--- src/rtl/mine_resolve_if.sv ---
// Request/result bundle between cell-index logic, mine_resolve and the board/game-control blocks.
// Handshake: requests (flag/bomb) are single-cycle pulses sampled only while busy is low; there is no ready, so requests seen while busy are dropped.
interface mine_resolve_if #(
  parameter int MAX_SIZE = 16,
  parameter int IDX_W    = 4,
  parameter int CNT_W    = 9
);
  logic                       new_game;
  logic [1:0]                 level;
  logic [IDX_W-1:0]           button_ind_x_in;
  logic [IDX_W-1:0]           button_ind_y_in;
  logic                       flag;
  logic                       bomb;
  logic [MAX_SIZE*MAX_SIZE-1:0] mine_map;
  logic [CNT_W-1:0]           mine_total;
  logic                       busy;
  logic                       mark_flag;
  logic                       unmark_flag;
  logic                       explode;
  logic                       defuse;
  logic [3:0]                 neigh_cnt;
  logic [CNT_W-1:0]           flag_cnt;
  logic [CNT_W-1:0]           revealed_cnt;
  logic                       game_over;
  logic                       win;
  logic [2:0]                 state_dbg;

  modport master (
    output new_game, level, button_ind_x_in, button_ind_y_in, flag, bomb, mine_map, mine_total,
    input  busy, mark_flag, unmark_flag, explode, defuse, neigh_cnt, flag_cnt, revealed_cnt,
           game_over, win, state_dbg
  );

  modport slave (
    input  new_game, level, button_ind_x_in, button_ind_y_in, flag, bomb, mine_map, mine_total,
    output busy, mark_flag, unmark_flag, explode, defuse, neigh_cnt, flag_cnt, revealed_cnt,
           game_over, win, state_dbg
  );
endinterface

--- src/rtl/mine_resolve.sv ---
// Per-cell flag/reveal resolver with win/game-over tracking for boards up to MAX_SIZE x MAX_SIZE.
// MINE_RESOLVE_NEIGH_EN builds the 8-neighbour mine-count scan; without it neigh_cnt is tied to 0.
module mine_resolve #(
  parameter int MAX_SIZE = 16,
  parameter int IDX_W    = 4,
  parameter int CNT_W    = 9
) (
  input logic           clk,
  input logic           rst,
  mine_resolve_if.slave bus
);
  localparam int CELLS  = MAX_SIZE * MAX_SIZE;
  localparam int CELL_W = $clog2(CELLS);
  localparam logic [CNT_W-1:0] CNT_MAX = '1;

  typedef enum logic [2:0] {IDLE, CHECK, SCAN, DONE, OVER} state_t;

  state_t           state;
  logic [IDX_W-1:0] cx, cy;
  logic             req_flag;
  logic [CELLS-1:0] flagged, revealed;
  logic [CNT_W-1:0] flag_q, rev_q;
  logic             mark_q, unmark_q, explode_q, defuse_q, over_q, win_q;

  logic [IDX_W:0]   size;
  logic             accept;
  logic [CELL_W-1:0] cur;
  logic [CNT_W-1:0] size_sq, target, rev_inc;

  always_comb begin
    case (bus.level)
      2'd1:    size = (IDX_W+1)'(8);
      2'd2:    size = (IDX_W+1)'(10);
      2'd3:    size = (IDX_W+1)'(MAX_SIZE);
      default: size = '0;
    endcase
  end

  assign accept  = (bus.flag | bus.bomb) && (bus.level != 2'd0) &&
                   ({1'b0, bus.button_ind_x_in} < size) && ({1'b0, bus.button_ind_y_in} < size);
  assign cur     = CELL_W'(cx) * CELL_W'(MAX_SIZE) + CELL_W'(cy);
  assign size_sq = CNT_W'(size) * CNT_W'(size);
  assign target  = size_sq - bus.mine_total;
  assign rev_inc = (rev_q == CNT_MAX) ? rev_q : rev_q + 1'b1;

`ifdef MINE_RESOLVE_NEIGH_EN
  localparam logic signed [IDX_W+1:0] NEG  = '1;
  localparam logic signed [IDX_W+1:0] ZERO = '0;
  localparam logic signed [IDX_W+1:0] ONE  = {{(IDX_W+1){1'b0}}, 1'b1};

  logic [2:0]               scan_idx;
  logic [3:0]               scan_cnt;
  logic [3:0]               neigh_q;
  logic signed [IDX_W+1:0]  dx, dy, nx, ny;
  logic                     n_in, n_hit;
  logic [CELL_W-1:0]        n_idx;

  // Fixed visiting order: row above, same row, row below (x is the row index).
  always_comb begin
    dx = ZERO;
    dy = ZERO;
    case (scan_idx)
      3'd0: begin dx = NEG;  dy = NEG;  end
      3'd1: begin dx = NEG;  dy = ZERO; end
      3'd2: begin dx = NEG;  dy = ONE;  end
      3'd3: begin dx = ZERO; dy = NEG;  end
      3'd4: begin dx = ZERO; dy = ONE;  end
      3'd5: begin dx = ONE;  dy = NEG;  end
      3'd6: begin dx = ONE;  dy = ZERO; end
      default: begin dx = ONE; dy = ONE; end
    endcase
    nx    = $signed({2'b00, cx}) + dx;
    ny    = $signed({2'b00, cy}) + dy;
    n_in  = (nx >= ZERO) && (nx < $signed({1'b0, size})) &&
            (ny >= ZERO) && (ny < $signed({1'b0, size}));
    n_idx = n_in ? CELL_W'(nx[IDX_W-1:0]) * CELL_W'(MAX_SIZE) + CELL_W'(ny[IDX_W-1:0]) : '0;
    n_hit = n_in && bus.mine_map[n_idx];
  end

  assign bus.neigh_cnt = neigh_q;
`else
  assign bus.neigh_cnt = 4'd0;
`endif

  always_ff @(posedge clk or posedge rst) begin
    if (rst) begin
      state     <= IDLE;
      cx        <= '0;
      cy        <= '0;
      req_flag  <= 1'b0;
      flagged   <= '0;
      revealed  <= '0;
      flag_q    <= '0;
      rev_q     <= '0;
      mark_q    <= 1'b0;
      unmark_q  <= 1'b0;
      explode_q <= 1'b0;
      defuse_q  <= 1'b0;
      over_q    <= 1'b0;
      win_q     <= 1'b0;
`ifdef MINE_RESOLVE_NEIGH_EN
      scan_idx  <= '0;
      scan_cnt  <= '0;
      neigh_q   <= '0;
`endif
    end else begin
      mark_q    <= 1'b0;
      unmark_q  <= 1'b0;
      explode_q <= 1'b0;
      defuse_q  <= 1'b0;
      if (bus.new_game) begin
        state    <= IDLE;
        flagged  <= '0;
        revealed <= '0;
        flag_q   <= '0;
        rev_q    <= '0;
        over_q   <= 1'b0;
        win_q    <= 1'b0;
      end else begin
        case (state)
          IDLE: begin
            if (accept) begin
              cx       <= bus.button_ind_x_in;
              cy       <= bus.button_ind_y_in;
              req_flag <= bus.flag;
              state    <= CHECK;
            end
          end
          CHECK: begin
            if (req_flag) begin
              if (revealed[cur]) begin
                state <= IDLE;
              end else if (flagged[cur]) begin
                flagged[cur] <= 1'b0;
                flag_q       <= (flag_q == '0) ? flag_q : flag_q - 1'b1;
                unmark_q     <= 1'b1;
                state        <= IDLE;
              end else begin
                flagged[cur] <= 1'b1;
                flag_q       <= (flag_q == CNT_MAX) ? flag_q : flag_q + 1'b1;
                mark_q       <= 1'b1;
                state        <= IDLE;
              end
            end else if (flagged[cur] || revealed[cur]) begin
              state <= IDLE;
            end else if (bus.mine_map[cur]) begin
              explode_q <= 1'b1;
              over_q    <= 1'b1;
              state     <= OVER;
            end else begin
`ifdef MINE_RESOLVE_NEIGH_EN
              scan_idx <= '0;
              scan_cnt <= '0;
              state    <= SCAN;
`else
              state    <= DONE;
`endif
            end
          end
          SCAN: begin
`ifdef MINE_RESOLVE_NEIGH_EN
            scan_cnt <= scan_cnt + {3'b000, n_hit};
            scan_idx <= scan_idx + 3'd1;
            if (scan_idx == 3'd7) state <= DONE;
`else
            state <= IDLE;
`endif
          end
          DONE: begin
            revealed[cur] <= 1'b1;
            rev_q         <= rev_inc;
            defuse_q      <= 1'b1;
`ifdef MINE_RESOLVE_NEIGH_EN
            neigh_q       <= scan_cnt;
`endif
            if (rev_inc == target) begin
              win_q <= 1'b1;
              state <= OVER;
            end else begin
              state <= IDLE;
            end
          end
          OVER:    state <= OVER;
          default: state <= IDLE;
        endcase
      end
    end
  end

  assign bus.busy         = (state != IDLE);
  assign bus.mark_flag    = mark_q;
  assign bus.unmark_flag  = unmark_q;
  assign bus.explode      = explode_q;
  assign bus.defuse       = defuse_q;
  assign bus.flag_cnt     = flag_q;
  assign bus.revealed_cnt = rev_q;
  assign bus.game_over    = over_q;
  assign bus.win          = win_q;
  assign bus.state_dbg    = state;
endmodule

--- src/flat_wrapper.sv ---
// flat-port wrapper written by rule: the top's interface ports become plain ports
module mine_resolve_flat 
#(
  parameter int MAX_SIZE = 16,
  parameter int IDX_W    = 4,
  parameter int CNT_W    = 9
)
  (clk, rst, bus_new_game, bus_level, bus_button_ind_x_in, bus_button_ind_y_in, bus_flag, bus_bomb, bus_mine_map, bus_mine_total, bus_busy, bus_mark_flag, bus_unmark_flag, bus_explode, bus_defuse, bus_neigh_cnt, bus_flag_cnt, bus_revealed_cnt, bus_game_over, bus_win, bus_state_dbg);
  mine_resolve_if #(.MAX_SIZE(MAX_SIZE), .IDX_W(IDX_W), .CNT_W(CNT_W)) bus_i ();
  input logic clk;
  input logic rst;
  input wire logic [$bits(bus_i.new_game)-1:0] bus_new_game;
  input wire logic [$bits(bus_i.level)-1:0] bus_level;
  input wire logic [$bits(bus_i.button_ind_x_in)-1:0] bus_button_ind_x_in;
  input wire logic [$bits(bus_i.button_ind_y_in)-1:0] bus_button_ind_y_in;
  input wire logic [$bits(bus_i.flag)-1:0] bus_flag;
  input wire logic [$bits(bus_i.bomb)-1:0] bus_bomb;
  input wire logic [$bits(bus_i.mine_map)-1:0] bus_mine_map;
  input wire logic [$bits(bus_i.mine_total)-1:0] bus_mine_total;
  output wire logic [$bits(bus_i.busy)-1:0] bus_busy;
  output wire logic [$bits(bus_i.mark_flag)-1:0] bus_mark_flag;
  output wire logic [$bits(bus_i.unmark_flag)-1:0] bus_unmark_flag;
  output wire logic [$bits(bus_i.explode)-1:0] bus_explode;
  output wire logic [$bits(bus_i.defuse)-1:0] bus_defuse;
  output wire logic [$bits(bus_i.neigh_cnt)-1:0] bus_neigh_cnt;
  output wire logic [$bits(bus_i.flag_cnt)-1:0] bus_flag_cnt;
  output wire logic [$bits(bus_i.revealed_cnt)-1:0] bus_revealed_cnt;
  output wire logic [$bits(bus_i.game_over)-1:0] bus_game_over;
  output wire logic [$bits(bus_i.win)-1:0] bus_win;
  output wire logic [$bits(bus_i.state_dbg)-1:0] bus_state_dbg;
  assign bus_i.new_game = bus_new_game;
  assign bus_i.level = bus_level;
  assign bus_i.button_ind_x_in = bus_button_ind_x_in;
  assign bus_i.button_ind_y_in = bus_button_ind_y_in;
  assign bus_i.flag = bus_flag;
  assign bus_i.bomb = bus_bomb;
  assign bus_i.mine_map = bus_mine_map;
  assign bus_i.mine_total = bus_mine_total;
  assign bus_busy = bus_i.busy;
  assign bus_mark_flag = bus_i.mark_flag;
  assign bus_unmark_flag = bus_i.unmark_flag;
  assign bus_explode = bus_i.explode;
  assign bus_defuse = bus_i.defuse;
  assign bus_neigh_cnt = bus_i.neigh_cnt;
  assign bus_flag_cnt = bus_i.flag_cnt;
  assign bus_revealed_cnt = bus_i.revealed_cnt;
  assign bus_game_over = bus_i.game_over;
  assign bus_win = bus_i.win;
  assign bus_state_dbg = bus_i.state_dbg;
  mine_resolve #(.MAX_SIZE(MAX_SIZE), .IDX_W(IDX_W), .CNT_W(CNT_W)) u_core (.clk(clk), .rst(rst), .bus(bus_i));
endmodule
--- config.mk ---
export PLATFORM = sky130hd
export DESIGN_NAME = mine_resolve_flat
export DESIGN_NICKNAME = d
export VERILOG_FILES = /design/src/rtl/mine_resolve_if.sv /design/src/rtl/mine_resolve.sv /design/src/flat_wrapper.sv
export SDC_FILE = /design/constraint.sdc
export NUM_CORES = 2
export LEC_CHECK = 0
export BUFFER_PORTS_ARGS = -buffer_cell sky130_fd_sc_hd__buf_2
export CAP_MARGIN = 25
export CORE_ASPECT_RATIO = 0.75
export CORE_MARGIN = 1.5
export CORE_UTILIZATION = 50
export DETAILED_ROUTE_END_ITERATION = 7
export PLACE_DENSITY = 0.7
export SLEW_MARGIN = 0
export SYNTH_ARGS = -nofsm -noshare
export SYNTH_HDL_FRONTEND = slang
export SYNTH_SLANG_ARGS = --single-unit
--- constraint.sdc ---
create_clock -name clk -period 41.9 [get_ports clk]
set_input_delay 4.19 -clock clk [delete_from_list [all_inputs] [get_ports clk]]
set_output_delay 4.19 -clock clk [all_outputs]
set_load 0.01 [all_outputs]
-- After elaboration in Yosys (flattened, before gate mapping)
Cells that the tools add are included.
- add/subtract/negate cells: 5
- multiply operators: 1
- div/mod/pow operators: 0
- magnitude comparators: 4
- equal/unequal tests: 15
- shifts and indexed selects: 0
- mux-type cells: 58
- bitwise logic cells: 6
- reduce and logical (&&, ||, !) cells: 19
- operators with widths (cell ; count):
    2-to-1 mux 256 bit ; 7
    bitwise OR 256 bit ; 2
    AND 256 bit ; 1
    NOT 256 bit ; 1
    2-to-1 mux 9 bit ; 10
    2-to-1 mux 1 bit ; 29
    binary-select mux 1 bit (select 8 bit) ; 3
    adder 9 x 1 -> 9 bit, second input constant ; 2
    == test 9 bit, second input constant ; 2
    2-to-1 mux 3 bit ; 6
    case mux 5 bit (3 select lines) ; 1
    case mux 3 bit (4 select lines) ; 1
    nonzero test 2 bit ; 6
    < comparator 4 x 5 -> 1 bit ; 2
    == test 9 bit ; 1
    logical NOT 9 bit ; 1
    < comparator 8 x 9 -> 1 bit, second input constant ; 1
    multiplier 5 x 5 -> 9 bit ; 1
    subtractor 9 x 1 -> 9 bit, second input constant ; 1
    subtractor 9 bit ; 1
    adder 8 x 4 -> 8 bit ; 1
    demux 1 bit (select 8 bit) ; 1
    >= comparator 8 x 1 -> 1 bit, second input constant ; 1
    != test 2 bit, second input constant ; 3
    other kinds (17) ; 23
- flip-flop bits (word level): 548
- latch bits: 0
- bits in writable memories: 0
- ROM bits: 0
- input bits: 280
- output and inout bits: 32
- logic and storage cells: 122
- memories: 0

-- Logic depth before layout (Yosys ltp)
- depth after elaboration: 12
- depth in mapped cells: 25

-- Worst setup path before layout
Ideal clock, no wire load.
- path type: input to register
- from: input port bus_level[0]
- to: register u_core.state[2] (netlist: u_core.bus.state_dbg[2])
- arrival time: 7145 ps
- path slack: 34673 ps
- stages on the path: 14
- cells stage by stage: inv_1 -> ha_1 -> and2_1 -> ha_1 -> xor2_1 -> ha_1 -> ha_1 -> ha_1 -> xor2_1 -> xnor2_1 -> o2111ai_1 -> a2111oi_0 -> o2111ai_1 -> a31oi_1
- word-level cells in the longest chain between the ends: 8
- elaborated cells between the ends (all ways): 17
- those cells by class: 1 x add/sub; 1 x mul; 2 x order compare; 5 x eq/ne; 4 x mux; 4 x reduce/logical
- ends and longest elaborated chain (what ; RTL line ; RTL):
    from (decl) ; flat_wrapper.sv:13 ; input wire logic [$bits(bus_i.level)-1:0] bus_level;
    == test 2 bit / == test 2 x 1 -> 1 bit (equally long branches) ; mine_resolve.sv:31 ; case (bus.level)
    case mux 5 bit (3 select lines) ; mine_resolve.sv:31 ;
    multiplier 5 x 5 -> 9 bit ; mine_resolve.sv:42 ; assign size_sq = CNT_W'(size) * CNT_W'(size);
    subtractor 9 bit ; mine_resolve.sv:43 ; assign target = size_sq - bus.mine_total;
    == test 9 bit ; mine_resolve.sv:176 ; if (rev_inc == target) begin
    2-to-1 mux 3 bit ; mine_resolve.sv:176 ;
    case mux 3 bit (4 select lines) ; mine_resolve.sv:120 ; case (state)
    2-to-1 mux 3 bit ; mine_resolve.sv:111 ; if (bus.new_game) begin
    to (signal assigned) ; mine_resolve.sv:112 ; state <= IDLE;
    to (signal assigned) ; mine_resolve.sv:178 ; state <= OVER;
    to (signal assigned) ; mine_resolve.sv:180 ; state <= IDLE;
    to (decl) ; mine_resolve.sv:18 ; state_t state;
Several ways; a longest one is shown, not always the timed one.
A chain may end at the register's enable or synchronous reset.

-- Worst setup path after layout
- from: register u_core.cy[1]
- to: register u_core.flag_q[8] (netlist: u_core.bus.flag_cnt[8])
- word-level cells in the longest chain between the ends: 8
- elaborated cells between the ends (all ways): 14
- those cells by class: 1 x add/sub; 3 x eq/ne; 9 x mux; 1 x reduce/logical
- ends and longest elaborated chain (what ; RTL line ; RTL):
    from (decl) ; mine_resolve.sv:19 ; logic [IDX_W-1:0] cx, cy;
    from (signal assigned) ; mine_resolve.sv:124 ; cy <= bus.button_ind_y_in;
    adder 8 x 4 -> 8 bit (*) ; mine_resolve.sv:41 ; assign cur = CELL_W'(cx) * CELL_W'(MAX_SIZE) + CELL_W'(cy);
    binary-select mux 1 bit (select 8 bit) ; mine_resolve.sv:133 ; end else if (flagged[cur]) begin
    2-to-1 mux 1 bit (not written as such) ; mine_resolve.sv:133 ;
    2-to-1 mux 9 bit ; mine_resolve.sv:133 ;
    2-to-1 mux 9 bit ; mine_resolve.sv:131 ; if (revealed[cur]) begin
    2-to-1 mux 9 bit ; mine_resolve.sv:130 ; if (req_flag) begin
    2-to-1 mux 9 bit ; mine_resolve.sv:120 ;
    2-to-1 mux 9 bit ; mine_resolve.sv:111 ;
    to (signal assigned) ; mine_resolve.sv:135 ; flag_q <= (flag_q == '0) ? flag_q : flag_q - 1'b1;
    to (signal assigned) ; mine_resolve.sv:140 ; flag_q <= (flag_q == CNT_MAX) ? flag_q : flag_q + 1'b1;
    to (decl) ; mine_resolve.sv:22 ; logic [CNT_W-1:0] flag_q, rev_q;
Every way passes the cells marked *; elsewhere a longest branch is shown, timed or not. The select of a mux whose other input is x is not followed.

==> results <==
- The synthesized flop and latch total is 548.
- Registers take 0.01373 sq mm.
- The mapped netlist covers 0.02967 sq mm.
- The total of fill cells in the finished design is 4810.
- The antenna diode count is 0.
- The fraction of the yosys area taken by sequential cells is 0.4622.
- The count of nets left with antenna violations once routing finished came out at 0.
- Measured against its own limit, the worst slew margin works out to 0.2300.
- After detailed routing, the average wire length per cell comes to 26.33 microns.
- Data on the critical path arrives at its endpoint at 7.96 ns.
- The H-tree depth is 2.
- The worst supply voltage drop on vdd is 0.04794 mV.
- The leakage component of the power is 14.18 nW.
- TritonCTS built the clock tree.
- The first-pass detailed-route iteration total is 8.
- The number of warnings printed during yosys synthesis is 0.
- The global router's overall resource usage is 0.3095.
- The number of hold-slack violations in the final timing report is 0.
- Max-cap violations in this run came to 0.
- The kind of start point of the critical path is a flop.
- The start-to-end type of the worst setup path is reg2reg.
- Setup repair after global routing left no endpoint under its margin.
- The finished cells cover 0.03341 sq mm.
- Internal power comes to 0.001030 W.
- The reported net switching power is 0.0006656 W.
- Entering global routing, the biggest net connects 165 pins.
- Buffers inserted to repair hold after CTS numbered 0.
- The routability congestion estimate from global placement is 0.9380.
- After floorplanning, the core was sized to cover 0.05877 sq mm.
- The time the final worst path needs with I/O delays and setup is 7.461 ns.
- The clock net sink count is 548.
- The number of max-slew violations in the final report is 0.
- For this run, asynchronously set or reset flops after synthesis account for 1.000.
- The count of input and output buffers is 307.
- Dividing the final minimum period by the clock period gives 0.1781.
- The endpoint class of the critical path is a flop.
- The area used by multi-input combinational logic is 0.01452 sq mm.
- The power per unit of standard cell area is 50.74 mW/mm^2.
- The number of clock buffers inserted by TritonCTS is 54.
- Each instance of the synthesized netlist takes up on average 11.00 sq um.
- The part of the total power dissipated in the clock network is 0.307.
- The worst-margin pin slew is 1.153 ns.
- After detailed routing, the number of remaining DRC violations is 0.
- The number of vias per cell after detailed routing is 7.012.
- The setup slack of the critical path after layout is 34.44 ns.
- The sequential fraction of design power is 0.335.
- Of the total power, combinational logic draws 0.359.
- The final worst clock skew is 0.02083 ns.
- In the final timing run, aggregate negative setup slack is 0 ns.
- The wire-length estimate of the detail-placed layout is 59140 microns.
- The final count of negative-setup-slack endpoints is 0.
- Of the total power, the share spent switching nets is 0.3926.
- The number of global-route vias before repair is 24772.
- The synthesis-to-finish area growth is 12.61%.
- In the final layout, the share of cells above drive strength 1 is 0.2452.
- The number of library cell types mapped by synthesis is 68.
- The highest attainable clock frequency is 134.0 MHz.
- The count of cells resized by post-cts repair is 0.
- The routed design has 95650 microns of wire.
- The worst-case reg-to-reg path depth is 20.
- At the end of the flow the core is filled with cells to 0.5685.
- The die height is 214.0 microns.
- In this run, synthesis inferred 0 flip-flops with an integrated enable.
- The instance count of the mapped netlist is 2696.
- The number of antenna violations at the first check in global routing is 4.
- The die area is 0.06082 sq mm.
- In this run the post-CTS setup repair buffer count came out at 0.
- The worst setup timing slack at the placement stage is 34.21 ns.
- The final net count is 3115.
- The wire length of the first global-routing pass is 147500 microns.
- The path class of the tightest hold or removal check is reg2reg.
- For this configuration, the core starts out at a cell density of 0.5048.
- The sum of overflow across all layers after global routing is 0.
- The initialized floorplan defines 77 standard-cell rows.
- The worst-path maximum fanout is 74.
- In this run the cell area measured after placement is 0.03139 sq mm.
- The most frequently used flop master after synthesis is sky130_fd_sc_hd__dfrtp_1.
- The later-pin clock latency in the skew report is 0.63 ns.
- The count of boundary I/O pins is 312.
- The flow ran to the end, and the final reports show no timing, DRC or antenna violations.
- No sink is reached through more buffers than the 3 on the longest clock path.
- The clock input transition at the sequential cells of the worst setup and hold paths is 0.06 ns.
- Data on the critical path is required at its endpoint by 42.40 ns.
- The violation count after the first detailed-route iteration is 3784.
- Along the worst hold path, the cell count comes to 2.
- CTS placed an instance of sky130_fd_sc_hd__clkbuf_16 at the clock tree root.
- In this run the horizontal extent of the chip is 284.3 microns.
- The total via count after detailed routing is 25474.
==> cells in the final DEF (no fill, tap or decap), types with 22 or more instances in the layout <==
cell	n
sky130_fd_sc_hd__dfrtp_1	544
sky130_fd_sc_hd__mux2i_1	106
sky130_fd_sc_hd__a311oi_1	129
sky130_fd_sc_hd__inv_1	22
sky130_fd_sc_hd__o21ai_0	102
sky130_fd_sc_hd__o21ai_1	27
sky130_fd_sc_hd__mux4_2	178
sky130_fd_sc_hd__clkbuf_16	54
sky130_fd_sc_hd__nor2_1	312
sky130_fd_sc_hd__nand3_1	47
sky130_fd_sc_hd__buf_4	58
sky130_fd_sc_hd__o311ai_0	113
sky130_fd_sc_hd__ha_1	32
sky130_fd_sc_hd__buf_2	306
sky130_fd_sc_hd__nand2_1	89
sky130_fd_sc_hd__a21oi_1	283
sky130_fd_sc_hd__a41oi_1	128
==> power groups by stage <==
stage | registers [W] | logic [W] | clock network, W
3_3_place_gp | 0.000577 | 0.000574 | 0
5_1_grt | 0.000569 | 0.000632 | 0.000546
3_5_place_dp | 0.000577 | 0.000584 | 0
6_report | 0.000567 | 0.000608 | 0.000520
4_1_cts | 0.000567 | 0.000585 | 0.000524
2_1_floorplan | 0.000547 | 0.000421 | 0
==> routing by layer <==
metal / track usage / routed length (microns)
met1: 0.4531 / 38640
met3: 0.07143 / 11200
met4: 0.1004 / 3094
met5: 0 / 29
met2: 0.4568 / 42690
==> per-stage QoR <==
stage           power, W  hold WS (ns)  instances
2_1_floorplan  0.0009688        0.4573       2699
3_3_place_gp    0.001151        0.4710       3519
3_5_place_dp    0.001161        0.4782       3524
4_1_cts         0.001676        0.4923       3622
5_1_grt         0.001747        0.5064       3633
6_report        0.001695        0.4915       3633
==> state kept, by name, summed over array words and instances, names as in the netlist <==
| name | count |
|---|---|
| u_core.cx | 4 |
| u_core.bus.win | 1 |
| u_core.revealed | 256 |
| u_core.cy | 4 |
| u_core.bus.explode | 1 |
| u_core.bus.revealed_cnt | 9 |
| u_core.bus.unmark_flag | 1 |
| u_core.bus.state_dbg | 3 |
| u_core.flagged | 256 |
| u_core.req_flag | 1 |
| u_core.bus.game_over | 1 |
| u_core.bus.mark_flag | 1 |
| u_core.bus.defuse | 1 |
| u_core.bus.flag_cnt | 9 |
==> cells by family (layout without fill, tap and decap cells) <==
logic type / after synthesis / after routing / synth area share
AO/OA/AOI/OAI: 878 / 878 / 0.2041
buffers and inverters: 358 / 502 / 0.05373
other: 1 / 4 / 0.0001264
adder cells (fa/ha/maj): 34 / 34 / 0.01485
AND/OR/NAND/NOR: 547 / 547 / 0.07929
flip-flops: 548 / 548 / 0.4622
multiplexers: 298 / 298 / 0.1762
XOR/XNOR: 32 / 32 / 0.009447
==> area by class of cell <==
class,count,area share
tap,790,0.02959
inverter,28,0.003371
sequential,548,0.4108
timing repair buffer,376,0.06505
clock buffer,84,0.05011
multi-input combinational,1793,0.4346
clock inverter,14,0.006404
==> cells in the mapped netlist (4+ instances only) <==
library cell                 n  area, sq um
sky130_fd_sc_hd__mux2_2     14        157.7
sky130_fd_sc_hd__nand2b_1    6        37.54
sky130_fd_sc_hd__buf_1      25        93.84
sky130_fd_sc_hd__a211oi_1    4        30.03
sky130_fd_sc_hd__a22o_1     11        96.34
sky130_fd_sc_hd__a21oi_1   283         1416
sky130_fd_sc_hd__o21ai_1    27        135.1
sky130_fd_sc_hd__nand4_1     5        31.28
sky130_fd_sc_hd__clkbuf_1  212        795.8
sky130_fd_sc_hd__nand3_1    47        235.2
sky130_fd_sc_hd__o211ai_1    5        37.54
sky130_fd_sc_hd__xor2_1     11        96.34
sky130_fd_sc_hd__nor4_1      4        25.02
sky130_fd_sc_hd__nor2_1    326         1224
sky130_fd_sc_hd__a41oi_1   128         1121
sky130_fd_sc_hd__and3_1     16        100.1
sky130_fd_sc_hd__dfrtp_1   548        13710
sky130_fd_sc_hd__a221oi_1    9        78.83
sky130_fd_sc_hd__a22oi_1    13        97.59
sky130_fd_sc_hd__mux2i_1   106         1061
sky130_fd_sc_hd__o22ai_1    12        75.07
sky130_fd_sc_hd__ha_1       32        400.4
sky130_fd_sc_hd__o21bai_1    4        30.03
sky130_fd_sc_hd__buf_4      21        157.7
sky130_fd_sc_hd__inv_1      25        93.84
sky130_fd_sc_hd__nor3_1     19        95.09
sky130_fd_sc_hd__o221ai_1    4        35.03
sky130_fd_sc_hd__o21ai_0   102        510.5
sky130_fd_sc_hd__mux4_2    178         4009
sky130_fd_sc_hd__a311oi_1  129         1130
sky130_fd_sc_hd__buf_6      13        146.4
sky130_fd_sc_hd__nand2_1    89        334.1
sky130_fd_sc_hd__o311ai_0  113        989.7
sky130_fd_sc_hd__or3_1       5        31.28
sky130_fd_sc_hd__nor2b_1    10        62.56
sky130_fd_sc_hd__a31oi_1     9        56.30
sky130_fd_sc_hd__xnor2_1    21        183.9
sky130_fd_sc_hd__a21o_1      4        30.03
sky130_fd_sc_hd__buf_2      59        295.3
==> worst max-delay path: stages, from the launching register on <==
cell                        delay [ns]
sky130_fd_sc_hd__dfrtp_4          0.62
sky130_fd_sc_hd__buf_4            0.60
sky130_fd_sc_hd__buf_4            0.88
sky130_fd_sc_hd__buf_4            0.65
sky130_fd_sc_hd__mux4_2           0.35
sky130_fd_sc_hd__mux2i_1          0.15
sky130_fd_sc_hd__a22oi_1          0.20
sky130_fd_sc_hd__nand4_1          0.16
sky130_fd_sc_hd__nand3b_1         0.22
sky130_fd_sc_hd__a2bb2oi_4        0.30
sky130_fd_sc_hd__buf_4            0.66
sky130_fd_sc_hd__buf_4            0.77
sky130_fd_sc_hd__ha_1             0.40
sky130_fd_sc_hd__inv_1            0.07
sky130_fd_sc_hd__o21bai_1         0.07
sky130_fd_sc_hd__a21oi_1          0.22
sky130_fd_sc_hd__o21bai_1         0.13
sky130_fd_sc_hd__a21o_1           0.21
sky130_fd_sc_hd__mux2i_1          0.14
sky130_fd_sc_hd__nor3_1           0.06
sky130_fd_sc_hd__o31a_1           0.29
==> final timing paths <==
| check | from | to | slack [ns] |
|---|---|---|---|
| worst max-delay path | u_core.cy[1] | u_core.bus.flag_cnt[8] | 34.44 |
| min in group asynchronous | rst | u_core.revealed[206] | 3.74 |
| worst max register to register | u_core.cy[1] | u_core.bus.flag_cnt[8] | 34.44 |
| worst min-delay path | u_core.revealed[222] | u_core.revealed[222] | 0.49 |
| worst min register to register | u_core.revealed[222] | u_core.revealed[222] | 0.49 |
| max in group asynchronous | rst | u_core.flagged[95] | 35.79 |
Power figures use the tool's default switching activity.
